`config.mk`:
```
export PLATFORM = sky130hd
export DESIGN_NAME = cordic_quadrant_pipe
export DESIGN_NICKNAME = d
export VERILOG_FILES = /design/src/rtl/cordic_quadrant_pipe.sv
export SDC_FILE = /design/constraint.sdc
export NUM_CORES = 1
export LEC_CHECK = 0
export CELL_PAD_IN_SITES_DETAIL_PLACEMENT = 1
export CELL_PAD_IN_SITES_GLOBAL_PLACEMENT = 2
export CORE_ASPECT_RATIO = 0.9
export CORE_MARGIN = 5
export CORE_UTILIZATION = 33
export CTS_BUF_LIST = sky130_fd_sc_hd__clkbuf_8
export CTS_CLUSTER_DIAMETER = 100
export DETAILED_ROUTE_END_ITERATION = 8
export PLACE_DENSITY = 0.88
export SYNTH_ARGS = -nofsm -noshare
export SYNTH_HDL_FRONTEND = slang
export SYNTH_SLANG_ARGS = --single-unit
```
`constraint.sdc`:
```
create_clock -name clk -period 4.53 [get_ports clk]
set_input_delay 0.906 -clock clk [delete_from_list [all_inputs] [get_ports clk]]
set_output_delay 0.906 -clock clk [all_outputs]
set_load 0.02 [all_outputs]
```
`src/rtl/cordic_quadrant_pipe.sv`:
```
// rtl/cordic_quadrant_pipe.sv - CORDIC quadrant pre-fold with elastic valid/ready pipeline
//
// Folds an input vector (vectoring) or a target angle (rotation) into the
// -90..+90 degree convergence range ahead of the CORDIC iteration chain.
// Stage 1 computes the fold; stages 2..STAGES are plain register slices.
//
// Ports:
//   clk, rst                 rising-edge clock, synchronous active-high reset
//   in_valid/in_ready        input handshake
//   mode                     0 = vectoring, 1 = rotation
//   x_in, y_in               signed vector components (WIDTH)
//   angle_in                 accumulator seed (vectoring) / target angle (rotation)
//   out_valid/out_ready      output handshake
//   x_out, y_out, angle_out  folded vector and corrected angle
//   mode_out                 mode carried with the data
//   quad_out                 00 none, 01 rotated -90, 10 rotated +90
//   sat_out                  a negation in this transaction saturated
module cordic_quadrant_pipe #(
    parameter int WIDTH       = 32,
    parameter int ANGLE_WIDTH = 32,
    parameter int STAGES      = 2
) (
    input  logic                   clk,
    input  logic                   rst,
    input  logic                   in_valid,
    output logic                   in_ready,
    input  logic                   mode,
    input  logic [WIDTH-1:0]       x_in,
    input  logic [WIDTH-1:0]       y_in,
    input  logic [ANGLE_WIDTH-1:0] angle_in,
    output logic                   out_valid,
    input  logic                   out_ready,
    output logic [WIDTH-1:0]       x_out,
    output logic [WIDTH-1:0]       y_out,
    output logic [ANGLE_WIDTH-1:0] angle_out,
    output logic                   mode_out,
    output logic [1:0]             quad_out,
    output logic                   sat_out
);

    localparam logic [WIDTH-1:0]       MIN_VAL = {1'b1, {(WIDTH-1){1'b0}}};
    localparam logic [WIDTH-1:0]       MAX_VAL = {1'b0, {(WIDTH-1){1'b1}}};
    localparam logic [ANGLE_WIDTH-1:0] QUARTER = {2'b01, {(ANGLE_WIDTH-2){1'b0}}};

    typedef struct packed {
        logic [WIDTH-1:0]       x;
        logic [WIDTH-1:0]       y;
        logic [ANGLE_WIDTH-1:0] a;
        logic                   m;
        logic [1:0]             q;
        logic                   s;
    } slot_t;

    slot_t             slot_q [STAGES];
    slot_t             slot_d [STAGES];
    logic [STAGES-1:0] v_q;
    logic [STAGES-1:0] v_d;
    logic [STAGES-1:0] adv;
    logic [STAGES-1:0] load;
    logic [STAGES-1:0] up_v;

    slot_t             fold;
    logic [WIDTH-1:0]  neg_x;
    logic [WIDTH-1:0]  neg_y;
    logic              sat_nx;
    logic              sat_ny;

    // Quadrant fold of the incoming transaction
    always_comb begin
        sat_nx = (x_in == MIN_VAL);
        sat_ny = (y_in == MIN_VAL);
        neg_x  = sat_nx ? MAX_VAL : -x_in;
        neg_y  = sat_ny ? MAX_VAL : -y_in;

        fold.x = x_in;
        fold.y = y_in;
        fold.a = angle_in;
        fold.m = mode;
        fold.q = 2'b00;
        fold.s = 1'b0;

        if (!mode) begin
            // Vectoring: only a left-half-plane vector needs folding
            if (x_in[WIDTH-1]) begin
                if (!y_in[WIDTH-1]) begin
                    fold.x = y_in;
                    fold.y = neg_x;
                    fold.a = angle_in + QUARTER;
                    fold.q = 2'b01;
                    fold.s = sat_nx;
                end else begin
                    fold.x = neg_y;
                    fold.y = x_in;
                    fold.a = angle_in - QUARTER;
                    fold.q = 2'b10;
                    fold.s = sat_ny;
                end
            end
        end else begin
            // Rotation: top two angle bits give the quadrant of the target
            case (angle_in[ANGLE_WIDTH-1 -: 2])
                2'b01: begin
                    fold.x = neg_y;
                    fold.y = x_in;
                    fold.a = angle_in - QUARTER;
                    fold.q = 2'b10;
                    fold.s = sat_ny;
                end
                2'b10: begin
                    fold.x = y_in;
                    fold.y = neg_x;
                    fold.a = angle_in + QUARTER;
                    fold.q = 2'b01;
                    fold.s = sat_nx;
                end
                default: begin
                    fold.q = 2'b00;
                end
            endcase
        end
    end

    // Ready chain runs from the output back to the input, so a full pipe
    // still accepts when the output pops in the same cycle.
    always_comb begin : ready_chain
        logic down_ready;
        down_ready = out_ready;
        up_v[0]    = in_valid;
        for (int s = 1; s < STAGES; s++) begin
            up_v[s] = v_q[s-1];
        end
        adv  = '0;
        load = '0;
        for (int s = STAGES - 1; s >= 0; s--) begin
            adv[s]     = v_q[s] && down_ready;
            down_ready = !v_q[s] || adv[s];
            load[s]    = up_v[s] && down_ready;
        end
        in_ready = down_ready;
    end

    always_comb begin
        for (int s = 0; s < STAGES; s++) begin
            v_d[s]    = load[s] || (v_q[s] && !adv[s]);
            slot_d[s] = slot_q[s];
        end
        if (load[0]) begin
            slot_d[0] = fold;
        end
        for (int s = 1; s < STAGES; s++) begin
            if (load[s]) begin
                slot_d[s] = slot_q[s-1];
            end
        end
    end

    always_ff @(posedge clk) begin
        if (rst) begin
            v_q <= '0;
            for (int s = 0; s < STAGES; s++) begin
                slot_q[s] <= '0;
            end
        end else begin
            v_q <= v_d;
            for (int s = 0; s < STAGES; s++) begin
                slot_q[s] <= slot_d[s];
            end
        end
    end

    assign out_valid = v_q[STAGES-1];
    assign x_out     = slot_q[STAGES-1].x;
    assign y_out     = slot_q[STAGES-1].y;
    assign angle_out = slot_q[STAGES-1].a;
    assign mode_out  = slot_q[STAGES-1].m;
    assign quad_out  = slot_q[STAGES-1].q;
    assign sat_out   = slot_q[STAGES-1].s;

endmodule

```
# Yosys cells after proc, flatten, opt, wreduce, memory -nomap -nowiden
# Memory sizes are Yosys's and may differ from the RTL's.
# Index checks and enable logic that the tools add are counted.
# Widths: inputs -> output; s select.
# totals
reg_bits,2
n_memories,1
rom_bits,0
ram_bits,200
input_bits,101
latch_bits,0
elab_cells,43
# mem_list
memory,depth,word_bits,read_ports,rd_clocked_by_memory_dff,write_ports,line_no,text
slot_q,2,100,2,0,2,54,slot_t slot_q [STAGES];
# op_classes
n_reduce_logical,13
bitwise,2
mul,0
eq_ne,4
magnitude_cmp,0
mux,18
shifts,0
n_div,0
addsub,4
# op_table
operator,count
$mux 100,4
$mux 96,3
$pmux 96 s2,1
$eq 32x32->1 const B,2
$mux 32,2
$neg 32->32,2
$add 32x31->32 const B,1
$sub 32x31->32 const B,1
$mux 3,3
$logic_and 1x1->1,5
$logic_not 1->1,4
$logic_or 1x1->1,4
$pmux 2 s2,1
$mux 1,3
$eq 2x1->1 const B,1
$eq 2x2->1 const B,1
$or 1x1->1,2
$pmux 1 s2,1

# Logic depth before layout (Yosys ltp)
# Gate-level depths: netlist of run 1.
# logic_depth
depth_word,7
depth_mapped,11

# Least setup slack after synthesis of run 1
# No wires, ideal clock.
# synth_timing
path_kind,in2reg
start,in x_in[3]
end,mem slot_q[0][49] in the netlist's numbering
required_ns,4.403
cell_stages,9
arrival_ns,3.055
setup_ns,0.127
setup_slack_ns,1.348
path_buffers,3
path_cell_list,buf_2 > or4_4 > buf_6 > or3_4 > buf_6 > or3_4 > mux2i_1 > a21oi_1 > or3_1
# synth_lines
element,line_no,text
"start, declared",28,"input logic [WIDTH-1:0] x_in,"
"end, declared",54,

# Final worst setup path of run 1
# layout_timing
start,in out_ready
end,out in_ready
# layout_via
elab_chain_len,4
# layout_rtl
element,line_no,text
"start, declared",32,"input logic out_ready,"
$logic_and 1x1->1,135,adv[s] = v_q[s] && down_ready;
$logic_or 1x1->1,136,down_ready = !v_q[s] || adv[s];
$logic_and 1x1->1,135,
$logic_or 1x1->1,136,
"end, declared",26,"output logic in_ready,"
# Every way passes these cells.

==> impl_metrics.toml, run 1 <==
[die]
die-area_um2 = 39860
die_y_um = 189.9
num_rows = 65
pin_count = 203
core_um2 = 35300
die_w_um = 209.9
start_util = 0.3362

[min_path]
whs_endpoint = "slot_q[0][130]$_SDFFE_PP0P_"
hold_depth = 2
hold_class = "flop to flop"
hold_start = "slot_q[0][30]$_SDFFE_PP0P_"

[sta]
worst-slew-pin-transition_ns = 1.114
finalCritPeriodShare = 0.8327
hold_viol_final = 0
period_minus_slack_ns = 3.772
grt_setup_unrepaired = "no"
layout_setup_ws_ns = 0.7578
setup_violations = 0
fmax_mhz = 265.1
drv_slew = 0
clock-skew-final_ns = 0.02993
maxSlewHeadroom = 0.2574
setup_tns_ns = 0

[critical_path]
cp-end-kind = "output pin"
arrival_ns = 2.87
rr_worst_depth = 7
r2r-end = "slot_q[0][31]$_SDFFE_PP0P_"
cpMaxStageDelayCell = "clkdlybuf4s50_1"
required_ns = 3.62
slowest_delay_ns = 0.72
cp_top_family = "buffers and inverters"
crit_buf_inv = 3
rr_startpoint = "v_q[1]$_SDFF_PP0_"
criticalPathCategory = "input port to output pin"
crit_chain = "clkdlybuf4s50_1 -> and3b_1 -> inv_1 -> clkdlybuf4s50_1"
crit_path_start_kind = "input port"
path_max_fanout = 8
cp_common_cell = "clkdlybuf4s50_1"
reg2reg_slack_ns = 1.76

[logic_synthesis]
synth_largest_area_cell = "dfxtp_1"
ys_types = 70
synth_compound_area_frac = 0.2534
synth_most_common_cell = "nand2_1"
synth_cells = 1667
ys_seq_elements = 202
ys_top_cells_by_area = "dfxtp_1, nand2_1, a21oi_1"
ys.flop_type = "dfxtp_1"
synthArstFlopShare = 0
synth_edf_count = 0
synth_top_area_frac = 0.3408
synth_fa_ha_area_frac = 0.004218
yosys_warnings = 0
synthMuxAreaShare = 0.006748
yosys-top-cells-count = "nand2_1, a21oi_1, dfxtp_1"
avgSynthCellArea_um2 = 7.118
synth_area_um2 = 11870
synth-simple-area-share = 0.2448
syn-num-nets = 1772
ys_seq_area_frac = 0.3408
synth_top_family_by_area = "compound AO/OA/AOI/OAI gates"
synth_xor_area_frac = 0.03100

[routing]
wirelength_mm = 49.53
wire_per_inst_um = 22.27
drt_first_pass_iters = 7
drc_errors = 0
drt_iter0_markers = 1089
vias_per_cell = 5.700
ant_nets = 0
vias = 12680

[cts]
numClockSinks = 202
clock_path_buffers = 3
root_buffer = "clkbuf_8"
cts_setup_buffers = 0
cts_made_buffers = 39
cts_tree = "done"
htreeDepth = 2
clock_latency_ns = 0.58
cts_hold_buf = 0
ctsResizeCount = 0
clk_pin_slew_ns = 0.05

[global_routing]
grt_max_degree = 105
grt_overflow = 0
grt_usage = 0.2398
grt_pass1_vias = 12870
antenna_found_initial = 0
grt_pass1_wl_mm = 75.93

[final_layout]
multi_input_area_um2 = 6431
fillers = 4417
antenna_cells = 0
final_util = 0.4105
seqCellArea_um2 = 4044
area_delta_synth_final_pct = 22.11
nNetsFinal = 1837
layout-drive-gt1-share = 0.08205

[power]
pwr-share-clk = 0.394
power_density_nw_per_um2 = 318.8
p_sw_mw = 1.436
p_sw_frac = 0.3107
p_leak_nw = 5.019
share_comb_of_total_power = 0.189
p_seq_frac = 0.417
ir_drop_mv = 0.2077
internal_power_mw = 3.185

[place]
dp_worst_setup_slack_ns = 0.5532
gp_congestion = 0.9512
dp_hpwl_mm = 35.64
port_buffers = 202

[job]
drv_cap = 0

[status]
status = "finished clean"
## worst max path at each step
stage / cells after the start / endpoint / slack, ns / start
2_1_floorplan: 9 / slot_q[0][49]$_SDFFE_PP0P_ / 1.35 / x_in[3]
3_3_place_gp: 8 / slot_q[0][36]$_SDFFE_PP0P_ / 0.62 / x_in[18]
3_5_place_dp: 8 / slot_q[0][95]$_SDFFE_PP0P_ / 0.55 / y_in[6]
4_1_cts: 4 / in_ready / 0.78 / out_ready
5_1_grt: 4 / in_ready / 0.74 / out_ready
6_report: 4 / in_ready / 0.76 / out_ready
## placed cells by master (no fill, tap or decap), drive strengths merged, types with 30 or more instances in the layout
| cell type | n |
|---|---|
| dfxtp | 202 |
| xnor2 | 30 |
| nand2 | 366 |
| o21ai | 82 |
| nand3 | 30 |
| buf | 76 |
| inv | 31 |
| nor2 | 105 |
| clkbuf | 46 |
| clkdlybuf4s50 | 200 |
| a21oi | 211 |
| nor3 | 41 |
| a211oi | 30 |
## power groups by stage
stage | Combinational (mW) | Sequential, mW | Clock [mW]
2_1_floorplan | 0.516 | 1.94 | 0
6_report | 0.875 | 1.93 | 1.82
3_5_place_dp | 0.864 | 1.96 | 0
5_1_grt | 0.943 | 1.94 | 1.96
3_3_place_gp | 0.848 | 1.96 | 0
4_1_cts | 0.868 | 1.93 | 1.88
## worst min-delay path: stages, from the launching register on
cell and delay (ns):
dfxtp_1 0.31, nand2_1 0.06, a21oi_1 0.05
## layer usage
layer	up-vias	global-route usage	share of wire
met4	0	0.09862	0.040
met2	486	0.3840	0.46
met5	-	0	0
li1	5877	-	-
met1	6197	0.3207	0.44
met3	116	0.04237	0.065
## registers in the layout (all words and copies together) (netlist names)
signal	flops
slot_q	200
v_q	2
## stage by stage
| stage | instances | power, mW | hold slack (ns) | instance area [um2] |
|---|---|---|---|---|
| 2_1_floorplan | 1667 | 2.459 | 0.4280 | 11870 |
| 3_3_place_gp | 2160 | 2.809 | 0.4354 | 13730 |
| 3_5_place_dp | 2160 | 2.829 | 0.4450 | 13730 |
| 4_1_cts | 2224 | 4.677 | 0.4300 | 14490 |
| 5_1_grt | 2224 | 4.835 | 0.4605 | 14490 |
| 6_report | 2224 | 4.620 | 0.4391 | 14490 |
## layout make-up
| class | instances | area share |
|---|---|---|
| multi-input combinational | 1195 | 0.4438 |
| sequential | 202 | 0.2791 |
| clock buffer | 46 | 0.04369 |
| inverter | 18 | 0.004663 |
| timing repair buffer | 276 | 0.1793 |
| clock inverter | 18 | 0.008894 |
| tap | 469 | 0.04050 |
## cells by family after synthesis
family,count (synthesis)
and+or+nand+nor,655
muxes,8
xor gates and xnor gates,42
AOI/OAI and AO/OA,486
adders and majority gates,4
DFF,202
buffers and inverters,270
(Power assumes the default switching activity.)
==> inputs of run 2 (changes only) <==
CORE_UTILIZATION = 28   (was 33)
PLACE_DENSITY = 0.79   (was 0.88)
clock period = 3.3 ns   (was 4.53 ns; I/O delays follow)
==> impl_metrics.toml, run 2 (synthesized netlist as in run 1, its figures left out) <==
[sta]
setup_tns_ns = 0
drv_slew = 0
hold_viol_final = 0
layout_setup_ws_ns = 0.2712
setup_violations = 0
clock-skew-final_ns = 0.04036
fmax_mhz = 330.2
period_minus_slack_ns = 3.029
finalCritPeriodShare = 0.9178
worst-slew-pin-transition_ns = 0.8905
maxSlewHeadroom = 0.4009
grt_setup_unrepaired = "no"

[global_routing]
grt_usage = 0.2229
grt_max_degree = 73
grt_pass1_wl_mm = 80.92
grt_overflow = 0
antenna_found_initial = 1
grt_pass1_vias = 13520

[die]
core_um2 = 41840
pin_count = 203
num_rows = 71
die_y_um = 205.3
die_w_um = 227
start_util = 0.2836
die-area_um2 = 46600

[cts]
cts_setup_buffers = 0
root_buffer = "clkbuf_8"
numClockSinks = 202
clock_path_buffers = 3
htreeDepth = 2
cts_hold_buf = 0
ctsResizeCount = 0
cts_tree = "done"
clk_pin_slew_ns = 0.05
clock_latency_ns = 0.61
cts_made_buffers = 40

[final_layout]
top_regs = "slot_q x200, v_q x2"
final_cell_mix = "nand2_1, a21oi_1, dfxtp_1, clkdlybuf4s50_1, buf_4"
fillers = 5186
design_area_um2 = 15580
instances_no_fill = 2422
nNetsFinal = 1954
regMostFlops = "slot_q"
multi_input_area_um2 = 6431
largest_reg_flops = 200
area_delta_synth_final_pct = 31.29
seqCellArea_um2 = 4044
layout_commonest_cell = "nand2_1"
final_util = 0.3724
layout-drive-gt1-share = 0.1408
antenna_cells = 0

[min_path]
hold_class = "input port to flop"
hold_start = "rst"
whs_endpoint = "slot_q[0][152]$_SDFFE_PP0P_"
hold_depth = 2

[place]
dp_cells = 2354
gp_congestion = 0.9506
dp_worst_setup_slack_ns = -0.02466
dp_hpwl_mm = 39.99
port_buffers = 202
dpl_cell_area_um2 = 14770

[routing]
vias = 13030
vias_per_cell = 5.379
wirelength_mm = 53.51
drc_errors = 0
wire_per_inst_um = 22.09
drt_iter0_markers = 798
drt_first_pass_iters = 5
ant_nets = 0

[power]
power_density_nw_per_um2 = 423.0
p_leak_nw = 5.629
ir_drop_mv = 0.2383

[status]
status = "finished clean"

[critical_path]
cp-end-kind = "output pin"
rr_worst_depth = 7
arrival_ns = 2.37
path_max_fanout = 8
crit_path_start_kind = "input port"
required_ns = 2.64
rr_startpoint = "v_q[0]$_SDFF_PP0_"
criticalPathCategory = "input port to output pin"
r2r-end = "slot_q[0][64]$_SDFFE_PP0P_"
reg2reg_slack_ns = 0.90

[job]
drv_cap = 0
## run 2: changes by cell type in the layout (fill, tap and decap cells not counted)
cell	before	now
bufinv_16	1	2
clkbuf_8	46	48
inv_6	0	1
clkinvlp_4	0	1
clkinv_8	2	0
buf_12	2	8
buf_4	72	182
clkinv_2	2	3
## run 2: worst max-delay path by stage
stage,from,to,slack [ns],cells past startpoint
after floorplan,x_in[3],slot_q[0][49]$_SDFFE_PP0P_,0.36,9
after global placement,x_in[7],slot_q[0][46]$_SDFFE_PP0P_,-0.02,8
after detailed placement,x_in[7],slot_q[0][46]$_SDFFE_PP0P_,-0.02,8
after CTS,out_ready,in_ready,0.28,4
after global routing,out_ready,in_ready,0.22,4
final,out_ready,in_ready,0.27,4
## run 2: worst max-delay path, stage by stage
cell             delay, ns
clkdlybuf4s50_1       0.46
and3b_1               0.23
inv_1                 0.30
clkdlybuf4s50_1       0.71
## run 2: layout make-up
| class | instances | share of cell area |
|---|---|---|
| clock buffers | 48 | 0.04240 |
| clock inverters | 20 | 0.009476 |
| inverters | 18 | 0.004337 |
| multi-input cells | 1195 | 0.4128 |
| flip-flops and latches | 202 | 0.2596 |
| well taps | 547 | 0.04393 |
| repair buffers | 392 | 0.2275 |
## run 2: metrics by stage
step / power, mW / hold WS, ns
2_1_floorplan: 3.375 / 0.4280
3_3_place_gp: 3.972 / 0.4363
3_5_place_dp: 3.996 / 0.4444
4_1_cts: 6.698 / 0.3383
5_1_grt: 6.924 / 0.3742
6_report: 6.591 / 0.3754
## run 2: report_power, final
group	leakage, nW	switching (mW)	internal (mW)
clock network	0.460	1.16	1.47
logic	3.52	0.782	0.530
registers	1.65	0.0732	2.57
total	5.63	2.02	4.57
## run 2: metal layers
metal  GRT usage  vias up  wire length (um)
li1            -     6114                 -
met5           0        -                17
met1      0.2956     6368             23260
met3     0.03823      115              3324
met4     0.07816        2              1756
met2      0.3666      429             25150
==> inputs of run 3 (changes only) <==
ABC_AREA = 1   (was not set)
CORE_ASPECT_RATIO = not set   (was 0.9)
CORE_UTILIZATION = 27   (was 28)
==> impl_metrics.toml, run 3 <==
[sta]
fmax_mhz = 383.1
period_minus_slack_ns = 2.611
drv_slew = 0
worst-slew-pin-transition_ns = 1.098
hold_viol_final = 0
setup_violations = 0
grt_setup_unrepaired = "no"
maxSlewHeadroom = 0.2632
setup_tns_ns = 0
clock-skew-final_ns = 0.02729
finalCritPeriodShare = 0.7911

[logic_synthesis]
synth_fa_ha_area_frac = 0.004160
synth_most_common_cell = "nor2_1"
syn-num-nets = 1951
ys.flop_type = "dfxtp_1"
ys_types = 49
yosys-top-cells-count = "nor2_1, nand2_1, o21ai_0"
synth_edf_count = 0
ys_seq_area_frac = 0.3361
synth_xor_area_frac = 0.01747
avgSynthCellArea_um2 = 6.517
synth_area_um2 = 12030
synth_compound_area_frac = 0.2060
synth_top_area_frac = 0.3361
ys_seq_elements = 202
ys_top_cells_by_area = "dfxtp_1, nor2_1, o21ai_0"
synth_largest_area_cell = "dfxtp_1"
synth_top_family_by_area = "simple AND/OR/NAND/NOR gates"
synth-simple-area-share = 0.2931
yosys_warnings = 0
synthArstFlopShare = 0
synthMuxAreaShare = 0
synth_cells = 1846

[routing]
drt_first_pass_iters = 5
vias_per_cell = 5.075
vias = 13200
ant_nets = 0
wire_per_inst_um = 20.81
drt_iter0_markers = 873
drc_errors = 0
wirelength_mm = 54.12

[die]
die_y_um = 221.1
die_w_um = 221.1
start_util = 0.2726
num_rows = 77
core_um2 = 44120
pin_count = 203
die-area_um2 = 48880

[status]
status = "finished clean"

[cts]
cts_setup_buffers = 0
clk_pin_slew_ns = 0.06
ctsResizeCount = 0
numClockSinks = 202
cts_made_buffers = 40
root_buffer = "clkbuf_8"
cts_hold_buf = 0
htreeDepth = 2
cts_tree = "done"
clock_latency_ns = 0.63
clock_path_buffers = 3

[place]
gp_congestion = 0.9541
dp_hpwl_mm = 41.25
dp_cells = 2532
port_buffers = 202

[final_layout]
antenna_cells = 0
layout-drive-gt1-share = 0.1165
final_cell_mix = "nor2_1, nand2_1, o21ai_0, clkdlybuf4s50_1, dfxtp_1"
nNetsFinal = 2087
top_regs = "slot_q x200, v_q x2"
fillers = 5652
instances_no_fill = 2601
regMostFlops = "slot_q"
largest_reg_flops = 200
layout_commonest_cell = "nor2_1"
seqCellArea_um2 = 4044
multi_input_area_um2 = 6270
area_delta_synth_final_pct = 26.32

[power]
p_seq_frac = 0.393
p_sw_frac = 0.3278
power_density_nw_per_um2 = 455.0
share_comb_of_total_power = 0.217
p_total_mw = 6.915
p_sw_mw = 2.267
pwr-share-clk = 0.389
p_leak_nw = 6.345
ir_drop_mv = 0.2256
internal_power_mw = 4.648

[global_routing]
grt_pass1_wl_mm = 82.48
grt_pass1_vias = 13560
grt_overflow = 0
grt_max_degree = 104
grt_usage = 0.2131
antenna_found_initial = 0

[critical_path]
crit_path_start_kind = "input port"
cp-end-kind = "flop"
arrival_ns = 3.08
criticalPathCategory = "input port to flop"
path_max_fanout = 33
required_ns = 3.76

[min_path]
hold_class = "flop to flop"

[job]
drv_cap = 0
[run 3: cell count changes in the layout (fill, tap and decap cells not counted), sizes merged, moves of 61 or more]
cell	previous run	this run
a21oi	211	87
nor2	105	381
nand3	30	91
inv	32	153
buf	192	90
o21ai	82	271
[run 3: worst max-delay path, cell delays in order]
cell and delay, ns:
clkdlybuf4s50_1 0.51, inv_1 0.09, ha_1 0.35, buf_12 0.19, nand2_1 0.10, inv_1 0.06, buf_4 0.19, a2111oi_0 0.77
a21oi_1 0.15
[run 3: final cells by class]
cell class                      instances  share of cell area
Clock inverter                         20             0.01021
Inverter                              145             0.03639
Tap cell                              592             0.04874
Multi-Input combinational cell       1301              0.4126
Sequential cell                       202              0.2661
Timing Repair Buffer                  292              0.1816
Clock buffer                           49             0.04438
[run 3: power by group through the flow]
stage	Combinational (mW)	Sequential (mW)	Clock [mW]
4_1_cts	1.51	2.72	2.80
3_5_place_dp	1.51	2.77	0
6_report	1.50	2.72	2.69
5_1_grt	1.64	2.74	2.91
3_3_place_gp	1.49	2.77	0
2_1_floorplan	0.902	2.74	0
[run 3: cells by family after synthesis]
| family | Yosys count |
|---|---|
| fa+ha+maj | 4 |
| xor+xnor | 24 |
| buf+inv | 343 |
| compound gates | 445 |
| flops | 202 |
| simple gates | 828 |
[run 3: stage by stage]
step                      worst slack [ns]  instance area, um2  hold WS (ns)  utilization
after floorplan                      1.120               12030        0.4297            -
after global placement              0.1069               14370        0.4391       0.3256
after detailed placement           0.09636               14370        0.4505       0.3256
after CTS                           0.7143               15200        0.4478       0.3444
after global routing                0.6033               15200        0.4856       0.3444
final                               0.6894               15200        0.4576       0.3444
[run 3: worst paths after layout]
| check | slack, ns | start | cells past startpoint | end |
|---|---|---|---|---|
| min | 0.46 | slot_q[0][0]$_SDFFE_PP0P_ | 2 | slot_q[0][100]$_SDFFE_PP0P_ |
| max | 0.69 | angle_in[30] | 9 | slot_q[0][98]$_SDFFE_PP0P_ |
| max reg2reg | 1.14 | v_q[0]$_SDFF_PP0_ | 9 | slot_q[0][71]$_SDFFE_PP0P_ |
| min reg2reg | 0.46 | slot_q[0][0]$_SDFFE_PP0P_ | 2 | slot_q[0][100]$_SDFFE_PP0P_ |
[run 3: metal layers]
layer | vias up | share of wire | track usage
met2 | 442 | 0.47 | 0.3611
met1 | 6407 | 0.43 | 0.2690
met4 | 0 | 0.041 | 0.08283
met5 | - | 0 | 0
met3 | 117 | 0.057 | 0.03989
li1 | 6235 | - | -
